### src/rtl/gauss_kernel_streamer_pkg.sv
// gauss_kernel_streamer_pkg
//   Shared types and elaboration-time helpers for the Gaussian kernel streamer.
//   Holds the FSM state type, the derived-width functions and the real-valued
//   constant functions that build the coefficient table.
//   No ports (package).
package gauss_kernel_streamer_pkg;

  typedef enum logic {
    ST_IDLE = 1'b0,
    ST_RUN  = 1'b1
  } state_t;

  // Scale index width; kept at least 1 bit so a single-scale build still has a port.
  function automatic int calc_sw(input int nscale);
    return (nscale > 1) ? $clog2(nscale) : 1;
  endfunction

  // Unsigned tap index width (0..WIN-1) used to address the table.
  function automatic int calc_xw(input int win);
    return (win > 1) ? $clog2(win) : 1;
  endfunction

  // Signed tap offset width.
  function automatic int calc_tw(input int win);
    return $clog2(win / 2 + 1) + 1;
  endfunction

  function automatic int calc_sumw(input int cw, input int win);
    return cw + $clog2(win);
  endfunction

  // e^-a for a >= 0: argument scaled down by 64, Taylor series, then squared
  // back up six times. Accurate well past what a 9..16 bit table needs.
  function automatic real exp_neg(input real a);
    real y;
    real term;
    real e;
    y    = a / 64.0;
    term = 1.0;
    e    = 1.0;
    for (int n = 1; n <= 20; n++) begin
      term = term * y / real'(n);
      e    = e + term;
    end
    for (int k = 0; k < 6; k++) begin
      e = e * e;
    end
    return 1.0 / e;
  endfunction

  function automatic real sigma_of(input real sig0, input real sigk, input int s);
    real sg;
    sg = sig0;
    for (int i = 0; i < s; i++) begin
      sg = sg * sigk;
    end
    return sg;
  endfunction

  function automatic real gauss_w(input real sigma, input int x);
    return exp_neg(real'(x * x) / (2.0 * sigma * sigma));
  endfunction

  // Normalised, rounded and clamped coefficient of scale s at signed tap x.
  function automatic int coef_val(input int cw, input int win, input real sig0,
                                  input real sigk, input int s, input int x);
    int  radi;
    int  cmax;
    int  c;
    real sigma;
    real tot;
    real v;
    radi  = win / 2;
    sigma = sigma_of(sig0, sigk, s);
    tot   = 0.0;
    for (int k = -radi; k <= radi; k++) begin
      tot = tot + gauss_w(sigma, k);
    end
    cmax = (1 << cw) - 1;
    v    = real'(cmax) * gauss_w(sigma, x) / tot;
    c    = $rtoi(v + 0.5);
    return (c > cmax) ? cmax : c;
  endfunction

  function automatic int coef_sum(input int cw, input int win, input real sig0,
                                  input real sigk, input int s);
    int acc;
    acc = 0;
    for (int x = -(win / 2); x <= win / 2; x++) begin
      acc = acc + coef_val(cw, win, sig0, sigk, s, x);
    end
    return acc;
  endfunction

endpackage

### src/rtl/gauss_kernel_streamer_if.sv
// gauss_kernel_streamer_if
//   Coefficient stream between the kernel streamer and a blur engine.
//   master: drives valid, coef, scale, tap, sum, first_beat, last_beat, frame_last; samples ready
//   slave : the reverse
interface gauss_kernel_streamer_if
  import gauss_kernel_streamer_pkg::*;
#(
  parameter int NSCALE = 5,
  parameter int WIN    = 19,
  parameter int CW     = 9
);
  localparam int SW   = calc_sw(NSCALE);
  localparam int TW   = calc_tw(WIN);
  localparam int SUMW = calc_sumw(CW, WIN);

  logic                   valid;
  logic                   ready;
  logic [CW-1:0]          coef;
  logic [SW-1:0]          scale;
  logic signed [TW-1:0]   tap;
  logic [SUMW-1:0]        sum;
  logic                   first_beat;
  logic                   last_beat;
  logic                   frame_last;

  modport master (
    output valid, coef, scale, tap, sum, first_beat, last_beat, frame_last,
    input  ready
  );

  modport slave (
    input  valid, coef, scale, tap, sum, first_beat, last_beat, frame_last,
    output ready
  );
endinterface

### src/rtl/gauss_kernel_streamer_rom.sv
// gauss_kernel_streamer_rom
//   Constant coefficient table [scale][tap index] plus per-scale kernel sum,
//   both built at elaboration, read through one registered port.
//   clk, rst_n        : clock / async active-low reset (read register clears)
//   rd_en             : load the read register
//   rd_scale, rd_idx  : scale and unsigned tap index (tap + RADI)
//   coef, sum         : registered table outputs
module gauss_kernel_streamer_rom
  import gauss_kernel_streamer_pkg::*;
#(
  parameter int  NSCALE = 5,
  parameter int  WIN    = 19,
  parameter int  CW     = 9,
  parameter real SIG0   = 1.6,
  parameter real SIGK   = 1.414
) (
  input  logic                           clk,
  input  logic                           rst_n,
  input  logic                           rd_en,
  input  logic [calc_sw(NSCALE)-1:0]     rd_scale,
  input  logic [calc_xw(WIN)-1:0]        rd_idx,
  output logic [CW-1:0]                  coef,
  output logic [calc_sumw(CW, WIN)-1:0]  sum
);
  localparam int RADI = WIN / 2;
  localparam int SUMW = calc_sumw(CW, WIN);

  logic [CW-1:0]   coef_tab [NSCALE][WIN];
  logic [SUMW-1:0] sum_tab  [NSCALE];

  for (genvar s = 0; s < NSCALE; s++) begin : g_scale
    localparam int SUM_V = coef_sum(CW, WIN, SIG0, SIGK, s);
    assign sum_tab[s] = SUMW'(SUM_V);
    for (genvar x = 0; x < WIN; x++) begin : g_tap
      localparam int COEF_V = coef_val(CW, WIN, SIG0, SIGK, s, x - RADI);
      assign coef_tab[s][x] = CW'(COEF_V);
    end
  end

  always_ff @(posedge clk or negedge rst_n) begin
    if (!rst_n) begin
      coef <= '0;
      sum  <= '0;
    end else if (rd_en) begin
      coef <= coef_tab[rd_scale][rd_idx];
      sum  <= sum_tab[rd_scale];
    end
  end
endmodule

### src/rtl/gauss_kernel_streamer.sv
// gauss_kernel_streamer
//   Streams the Gaussian kernel of every enabled scale, one coefficient per
//   valid/ready beat, optionally only the non-negative half, optionally looping.
//   clk, rst_n   : clock / async active-low reset
//   start        : begin a frame (ignored while busy)
//   abort        : synchronous stop, beats the other controls
//   half_mode    : 1 = taps 0..+RADI, 0 = taps -RADI..+RADI (latched at start)
//   loop_en      : restart immediately after the last beat (sampled on that beat)
//   scale_mask   : enabled scales (latched at start)
//   strm         : coefficient stream (master)
//   busy, done   : FSM not idle / one-cycle end-of-frame pulse
//
//   state   | meaning
//   IDLE    | no beat pending, waiting for start
//   RUN     | a beat is presented on strm, advancing on valid&&ready
module gauss_kernel_streamer
  import gauss_kernel_streamer_pkg::*;
#(
  parameter int  NSCALE = 5,
  parameter int  WIN    = 19,
  parameter int  CW     = 9,
  parameter real SIG0   = 1.6,
  parameter real SIGK   = 1.414
) (
  input  logic                    clk,
  input  logic                    rst_n,
  input  logic                    start,
  input  logic                    abort,
  input  logic                    half_mode,
  input  logic                    loop_en,
  input  logic [NSCALE-1:0]       scale_mask,
  gauss_kernel_streamer_if.master strm,
  output logic                    busy,
  output logic                    done
);
  localparam int RADI = WIN / 2;
  localparam int SW   = calc_sw(NSCALE);
  localparam int XW   = calc_xw(WIN);
  localparam int TW   = calc_tw(WIN);
  localparam int SUMW = calc_sumw(CW, WIN);

  state_t               state_q, state_d;
  logic [NSCALE-1:0]    mask_q, mask_d;
  logic                 half_q, half_d;
  logic [XW-1:0]        idx_q, idx_d;
  logic [SW-1:0]        scale_q, scale_d;
  logic signed [TW-1:0] tap_q;
  logic                 valid_q, valid_d;
  logic                 done_q, done_d;
  logic                 first_q, last_q, flast_q;
  logic                 first_d, last_d, flast_d;
  logic                 load;
  logic [CW-1:0]        rom_coef;
  logic [SUMW-1:0]      rom_sum;

  function automatic logic [SW-1:0] lowest_set(input logic [NSCALE-1:0] m);
    logic [SW-1:0] r;
    r = '0;
    for (int i = NSCALE - 1; i >= 0; i--) begin
      if (m[i]) r = SW'(i);
    end
    return r;
  endfunction

  // Lowest enabled scale strictly above s; disabled scales are skipped in zero cycles.
  function automatic logic [SW-1:0] next_set(input logic [NSCALE-1:0] m, input logic [SW-1:0] s);
    logic [SW-1:0] r;
    r = '0;
    for (int i = NSCALE - 1; i >= 0; i--) begin
      if (m[i] && (i > int'(s))) r = SW'(i);
    end
    return r;
  endfunction

  function automatic logic any_above(input logic [NSCALE-1:0] m, input logic [SW-1:0] s);
    logic r;
    r = 1'b0;
    for (int i = 0; i < NSCALE; i++) begin
      if (m[i] && (i > int'(s))) r = 1'b1;
    end
    return r;
  endfunction

  function automatic logic [XW-1:0] start_idx(input logic h);
    return h ? XW'(RADI) : '0;
  endfunction

  always_comb begin
    state_d = state_q;
    valid_d = valid_q;
    done_d  = 1'b0;
    mask_d  = mask_q;
    half_d  = half_q;
    idx_d   = idx_q;
    scale_d = scale_q;
    load    = 1'b0;

    case (state_q)
      ST_IDLE: begin
        if (start) begin
          mask_d = scale_mask;
          half_d = half_mode;
          if (scale_mask == '0) begin
            done_d = 1'b1;
          end else begin
            state_d = ST_RUN;
            valid_d = 1'b1;
            load    = 1'b1;
            scale_d = lowest_set(scale_mask);
            idx_d   = start_idx(half_mode);
          end
        end
      end
      ST_RUN: begin
        if (valid_q && strm.ready) begin
          if (!last_q) begin
            load  = 1'b1;
            idx_d = idx_q + XW'(1);
          end else if (!flast_q) begin
            load    = 1'b1;
            scale_d = next_set(mask_q, scale_q);
            idx_d   = start_idx(half_q);
          end else begin
            done_d = 1'b1;
            if (loop_en) begin
              load    = 1'b1;
              scale_d = lowest_set(mask_q);
              idx_d   = start_idx(half_q);
            end else begin
              state_d = ST_IDLE;
              valid_d = 1'b0;
            end
          end
        end
      end
      default: begin
        state_d = ST_IDLE;
        valid_d = 1'b0;
      end
    endcase

    if (abort) begin
      state_d = ST_IDLE;
      valid_d = 1'b0;
      done_d  = 1'b0;
      load    = 1'b0;
      mask_d  = mask_q;
      half_d  = half_q;
      idx_d   = idx_q;
      scale_d = scale_q;
    end
  end

  // Flags are computed for the beat being loaded so they land with its coefficient.
  always_comb begin
    first_d = (idx_d == start_idx(half_d));
    last_d  = (idx_d == XW'(WIN - 1));
    flast_d = last_d && !any_above(mask_d, scale_d);
  end

  always_ff @(posedge clk or negedge rst_n) begin
    if (!rst_n) begin
      state_q <= ST_IDLE;
      valid_q <= 1'b0;
      done_q  <= 1'b0;
      mask_q  <= '0;
      half_q  <= 1'b0;
      idx_q   <= '0;
      scale_q <= '0;
      tap_q   <= '0;
      first_q <= 1'b0;
      last_q  <= 1'b0;
      flast_q <= 1'b0;
    end else begin
      state_q <= state_d;
      valid_q <= valid_d;
      done_q  <= done_d;
      mask_q  <= mask_d;
      half_q  <= half_d;
      if (load) begin
        idx_q   <= idx_d;
        scale_q <= scale_d;
        tap_q   <= TW'(int'(idx_d) - RADI);
        first_q <= first_d;
        last_q  <= last_d;
        flast_q <= flast_d;
      end
    end
  end

  gauss_kernel_streamer_rom #(
    .NSCALE (NSCALE),
    .WIN    (WIN),
    .CW     (CW),
    .SIG0   (SIG0),
    .SIGK   (SIGK)
  ) u_rom (
    .clk      (clk),
    .rst_n    (rst_n),
    .rd_en    (load),
    .rd_scale (scale_d),
    .rd_idx   (idx_d),
    .coef     (rom_coef),
    .sum      (rom_sum)
  );

  assign strm.valid      = valid_q;
  assign strm.coef       = rom_coef;
  assign strm.sum        = rom_sum;
  assign strm.scale      = scale_q;
  assign strm.tap        = tap_q;
  assign strm.first_beat = first_q;
  assign strm.last_beat  = last_q;
  assign strm.frame_last = flast_q;
  assign busy            = (state_q == ST_RUN);
  assign done            = done_q;
endmodule

### src/flat_wrapper.sv
// flat-port wrapper written by rule: the top's interface ports become plain ports
module gauss_kernel_streamer_flat import gauss_kernel_streamer_pkg::*;
#(
  parameter int  NSCALE = 5,
  parameter int  WIN    = 19,
  parameter int  CW     = 9,
  parameter real SIG0   = 1.6,
  parameter real SIGK   = 1.414
)
  (clk, rst_n, start, abort, half_mode, loop_en, scale_mask, busy, done, strm_valid, strm_coef, strm_scale, strm_tap, strm_sum, strm_first_beat, strm_last_beat, strm_frame_last, strm_ready);
  gauss_kernel_streamer_if #(.NSCALE(NSCALE), .WIN(WIN), .CW(CW)) strm_i ();
  input  logic clk;
  input  logic rst_n;
  input  logic start;
  input  logic abort;
  input  logic half_mode;
  input  logic loop_en;
  input  logic [NSCALE-1:0] scale_mask;
  output logic busy;
  output logic done;
  output wire logic [$bits(strm_i.valid)-1:0] strm_valid;
  output wire logic [$bits(strm_i.coef)-1:0] strm_coef;
  output wire logic [$bits(strm_i.scale)-1:0] strm_scale;
  output wire logic [$bits(strm_i.tap)-1:0] strm_tap;
  output wire logic [$bits(strm_i.sum)-1:0] strm_sum;
  output wire logic [$bits(strm_i.first_beat)-1:0] strm_first_beat;
  output wire logic [$bits(strm_i.last_beat)-1:0] strm_last_beat;
  output wire logic [$bits(strm_i.frame_last)-1:0] strm_frame_last;
  input wire logic [$bits(strm_i.ready)-1:0] strm_ready;
  assign strm_valid = strm_i.valid;
  assign strm_coef = strm_i.coef;
  assign strm_scale = strm_i.scale;
  assign strm_tap = strm_i.tap;
  assign strm_sum = strm_i.sum;
  assign strm_first_beat = strm_i.first_beat;
  assign strm_last_beat = strm_i.last_beat;
  assign strm_frame_last = strm_i.frame_last;
  assign strm_i.ready = strm_ready;
  gauss_kernel_streamer #(.NSCALE(NSCALE), .WIN(WIN), .CW(CW), .SIG0(SIG0), .SIGK(SIGK)) u_core (.clk(clk), .rst_n(rst_n), .start(start), .abort(abort), .half_mode(half_mode), .loop_en(loop_en), .scale_mask(scale_mask), .strm(strm_i), .busy(busy), .done(done));
endmodule
### config.mk
export PLATFORM = sky130hd
export DESIGN_NAME = gauss_kernel_streamer_flat
export DESIGN_NICKNAME = d
export VERILOG_FILES = /design/src/rtl/gauss_kernel_streamer_pkg.sv /design/src/rtl/gauss_kernel_streamer_if.sv /design/src/rtl/gauss_kernel_streamer_rom.sv /design/src/rtl/gauss_kernel_streamer.sv /design/src/flat_wrapper.sv
export SDC_FILE = /design/constraint.sdc
export NUM_CORES = 1
export LEC_CHECK = 0
export ABC_AREA = 1
export CORE_UTILIZATION = 50
export DETAILED_ROUTE_END_ITERATION = 10
export PLACE_DENSITY = 0.86
export SLEW_MARGIN = 20
export SYNTH_ARGS = -nofsm -noshare
export SYNTH_HDL_FRONTEND = slang
export SYNTH_SLANG_ARGS = --single-unit
### constraint.sdc
create_clock -name clk -period 2.6 [get_ports clk]
set_clock_uncertainty 0.05 [all_clocks]
set_input_delay 0.39 -clock clk [delete_from_list [all_inputs] [get_ports clk]]
set_output_delay 0.39 -clock clk [all_outputs]
set_load 0.02 [all_outputs]
==> results.json <==
{
  "status": "completed",
  "synth_edf_count": 0,
  "hold_violations": 0,
  "critPathArrivalTime_ns": 2.61,
  "fp.coreArea_sq_um": 5920,
  "clock_tree.root_cell": "clkbuf_8",
  "yosysTopAreaCell": "dfrtp_1",
  "postPlaceCellArea_sq_um": 4030,
  "final_cell_count_no_fill": 645,
  "drive_above_1_share_pct": 29.3,
  "cts_buffer_depth": 2,
  "clkLatencyLatePin_ns": 0.28,
  "final_nets": 590,
  "die_y_um": 80.3,
  "drc": 0,
  "power_density_nw_per_um2": 762,
  "place_hpwl_mm": 7.67,
  "cp.required_ns": 2.73,
  "grt_pass1_wl_mm": 16.0,
  "routed_via_density": 5.63,
  "netlist_top_cells_count": "145 x nand2_1, 55 x nand3_1, 44 x inv_1",
  "synthDistinctLibCells": 42,
  "grt_util_met3_pct": 3.86,
  "cap_violations": 0,
  "ant_nets": 0,
  "hold_buffers": 0,
  "cp-start-kind": "primary input",
  "antenna_cells": 0,
  "setup_viol_count_final": 0,
  "top_usage_layer": "met2",
  "post-route-min-period_ns": 2.48,
  "synth.most_common_cell": "nand2_1",
  "met1_usage_pct": 43.3,
  "path_class": "primary input to register",
  "die_area_sq_um": 6450,
  "clkSinkCount": 35,
  "initial_core_util_pct": 51.8,
  "critPathMaxFanout": 5,
  "wl_per_cell_um": 16.5,
  "yosys_warnings": 0,
  "cts_tree": "done",
  "grt_pass1_vias": 3309,
  "synth_area_sq_um": 3070,
  "fin_crit_sh_pct": 95.5,
  "io_pins": 49,
  "cellLeakagePower_nw": 2.22,
  "ys_seq_area_share_pct": 28.6,
  "gp_congestion": 0.960,
  "synth-main-ff-cell": "dfrtp_1",
  "ys_ff_latch": 35,
  "num_vias": 3631,
  "synthArstFlopShare_pct": 100,
  "synth.avg_cell_area_sq_um": 6.67,
  "maxSlewViolCount": 0,
  "cp-end-kind": "register",
  "met2_usage_pct": 53.8,
  "hp-class": "register to register",
  "grt_max_degree": 36,
  "track_usage_pct": 32.3,
  "antenna_found_initial": 0,
  "drtIter0Drc": 426,
  "dp.cells": 634,
  "netlist_instances": 460,
  "h-tree-depth": 2,
  "die_w_um": 80.3,
  "power_mw": 3.32,
  "routed_wl_mm": 10.7,
  "grt.overflow.total": 0,
  "hold_ws_ns": 0.432,
  "cts.clk_slew.worst_paths_ns": 0.07,
  "finalSetupTns_ns": 0,
  "max_freq_mhz": 403,
  "syn_to_final_growth_pct": 42.0,
  "dr.pass1.iters": 5,
  "ir_drop_mv": 0.546,
  "ys_top_cells_by_area": "dfrtp_1 29%, nand2_1 18%, nand3_1 9.0%",
  "fin_area_sq_um": 4350,
  "synth_top_area_share_pct": 28.6,
  "cts_buffers": 5,
  "port_buffers": 42,
  "rows": 28
}
==> cells in the final DEF (no fill, tap or decap), types with 13 or more instances in the layout <==
master,count
nand3_1,49
clkdlybuf4s50_1,35
inv_1,37
nand2_1,134
a21oi_1,19
nor2_1,23
buf_4,79
inv_2,13
dfrtp_1,32
o21ai_0,22
==> final timing paths <==
kind	start	endpoint	slack, ns	cells past startpoint
worst min register to register	u_core.u_rom.coef[5]	u_core.u_rom.coef[5]	0.43	2
worst min-delay path	u_core.u_rom.coef[5]	u_core.u_rom.coef[5]	0.43	2
worst max register to register	u_core.strm.scale[1]	u_core.u_rom.coef[6]	0.16	14
min in group asynchronous	rst_n	u_core.strm.tap[3]	0.47	2
max in group asynchronous	rst_n	u_core.strm.scale[1]	1.67	2
worst max-delay path	loop_en	u_core.u_rom.coef[4]	0.12	20
==> worst max-delay path: stages <==
cell	delay (ns)
clkdlybuf4s50_1	0.42
inv_1	0.09
buf_4	0.11
nand3_1	0.13
buf_4	0.18
nand2_1	0.06
o21ai_0	0.08
nand3_1	0.09
nand2_1	0.09
nand2_4	0.13
buf_12	0.12
nor2_8	0.04
nand2_2	0.09
clkinv_1	0.11
o211ai_1	0.15
nand2_1	0.08
inv_1	0.06
nand3_1	0.08
nand2_1	0.07
nand2_1	0.04
==> repair_timing <==
item | in CTS | in global routing
buffers inserted | 0 | 4
resized for setup | 4 | 54
endpoints found under the setup margin | 1 | 8
pin swaps | 2 | 14
==> power by group <==
group	internal [mW]	switching, mW
combinational	0.908	1.18
sequential	0.694	0.125
clock	0.208	0.206
==> cell type report <==
cell class                 count  area (sq um)
clock inverter                 1          5.00
multi-input combinational    350          2000
fill                         437          1570
tap                           75          93.8
clock buffer                   6          82.6
inverter                      54           213
sequential                    35           880
timing repair buffer         124          1080
==> cell families (layout without fill, tap and decap cells) <==
family	count (synthesis)	in the layout	share of synthesized area, %
buf+inv	80	185	12.8
xor+xnor	1	1	0.286
simple gates	264	264	41.2
fa+ha+maj	8	8	3.26
flops	35	35	28.6
compound gates	71	71	13.8
other cells	1	6	0.122
==> metal layers <==
layer | vias to the layer above | share of wire, %
li1 | 1700 | -
met1 | 1690 | 41
met2 | 207 | 48
met3 | 34 | 8.3
met4 | 0 | 2.9
met5 | - | 0
==> registers in the layout, summed over array words and instances, names as in the netlist <==
signal and flops:
u_core.busy 1, u_core.done 1, u_core.half_q 1, u_core.idx_q 5
u_core.mask_q 5, u_core.strm.first_beat 1, u_core.strm.frame_last 1, u_core.strm.last_beat 1
u_core.strm.scale 3, u_core.strm.tap 5, u_core.strm.valid 1, u_core.u_rom.coef 7
u_core.u_rom.sum 3
==> metrics by stage <==
stage	setup slack (ns)	util [%]
after global placement	-0.320	68.0
after CTS	0.00263	69.7
final	0.116	73.5
after floorplan	0.231	-
after global routing	-0.0152	73.5
after detailed placement	-0.375	68.0
Power figures use the tool's default switching activity.
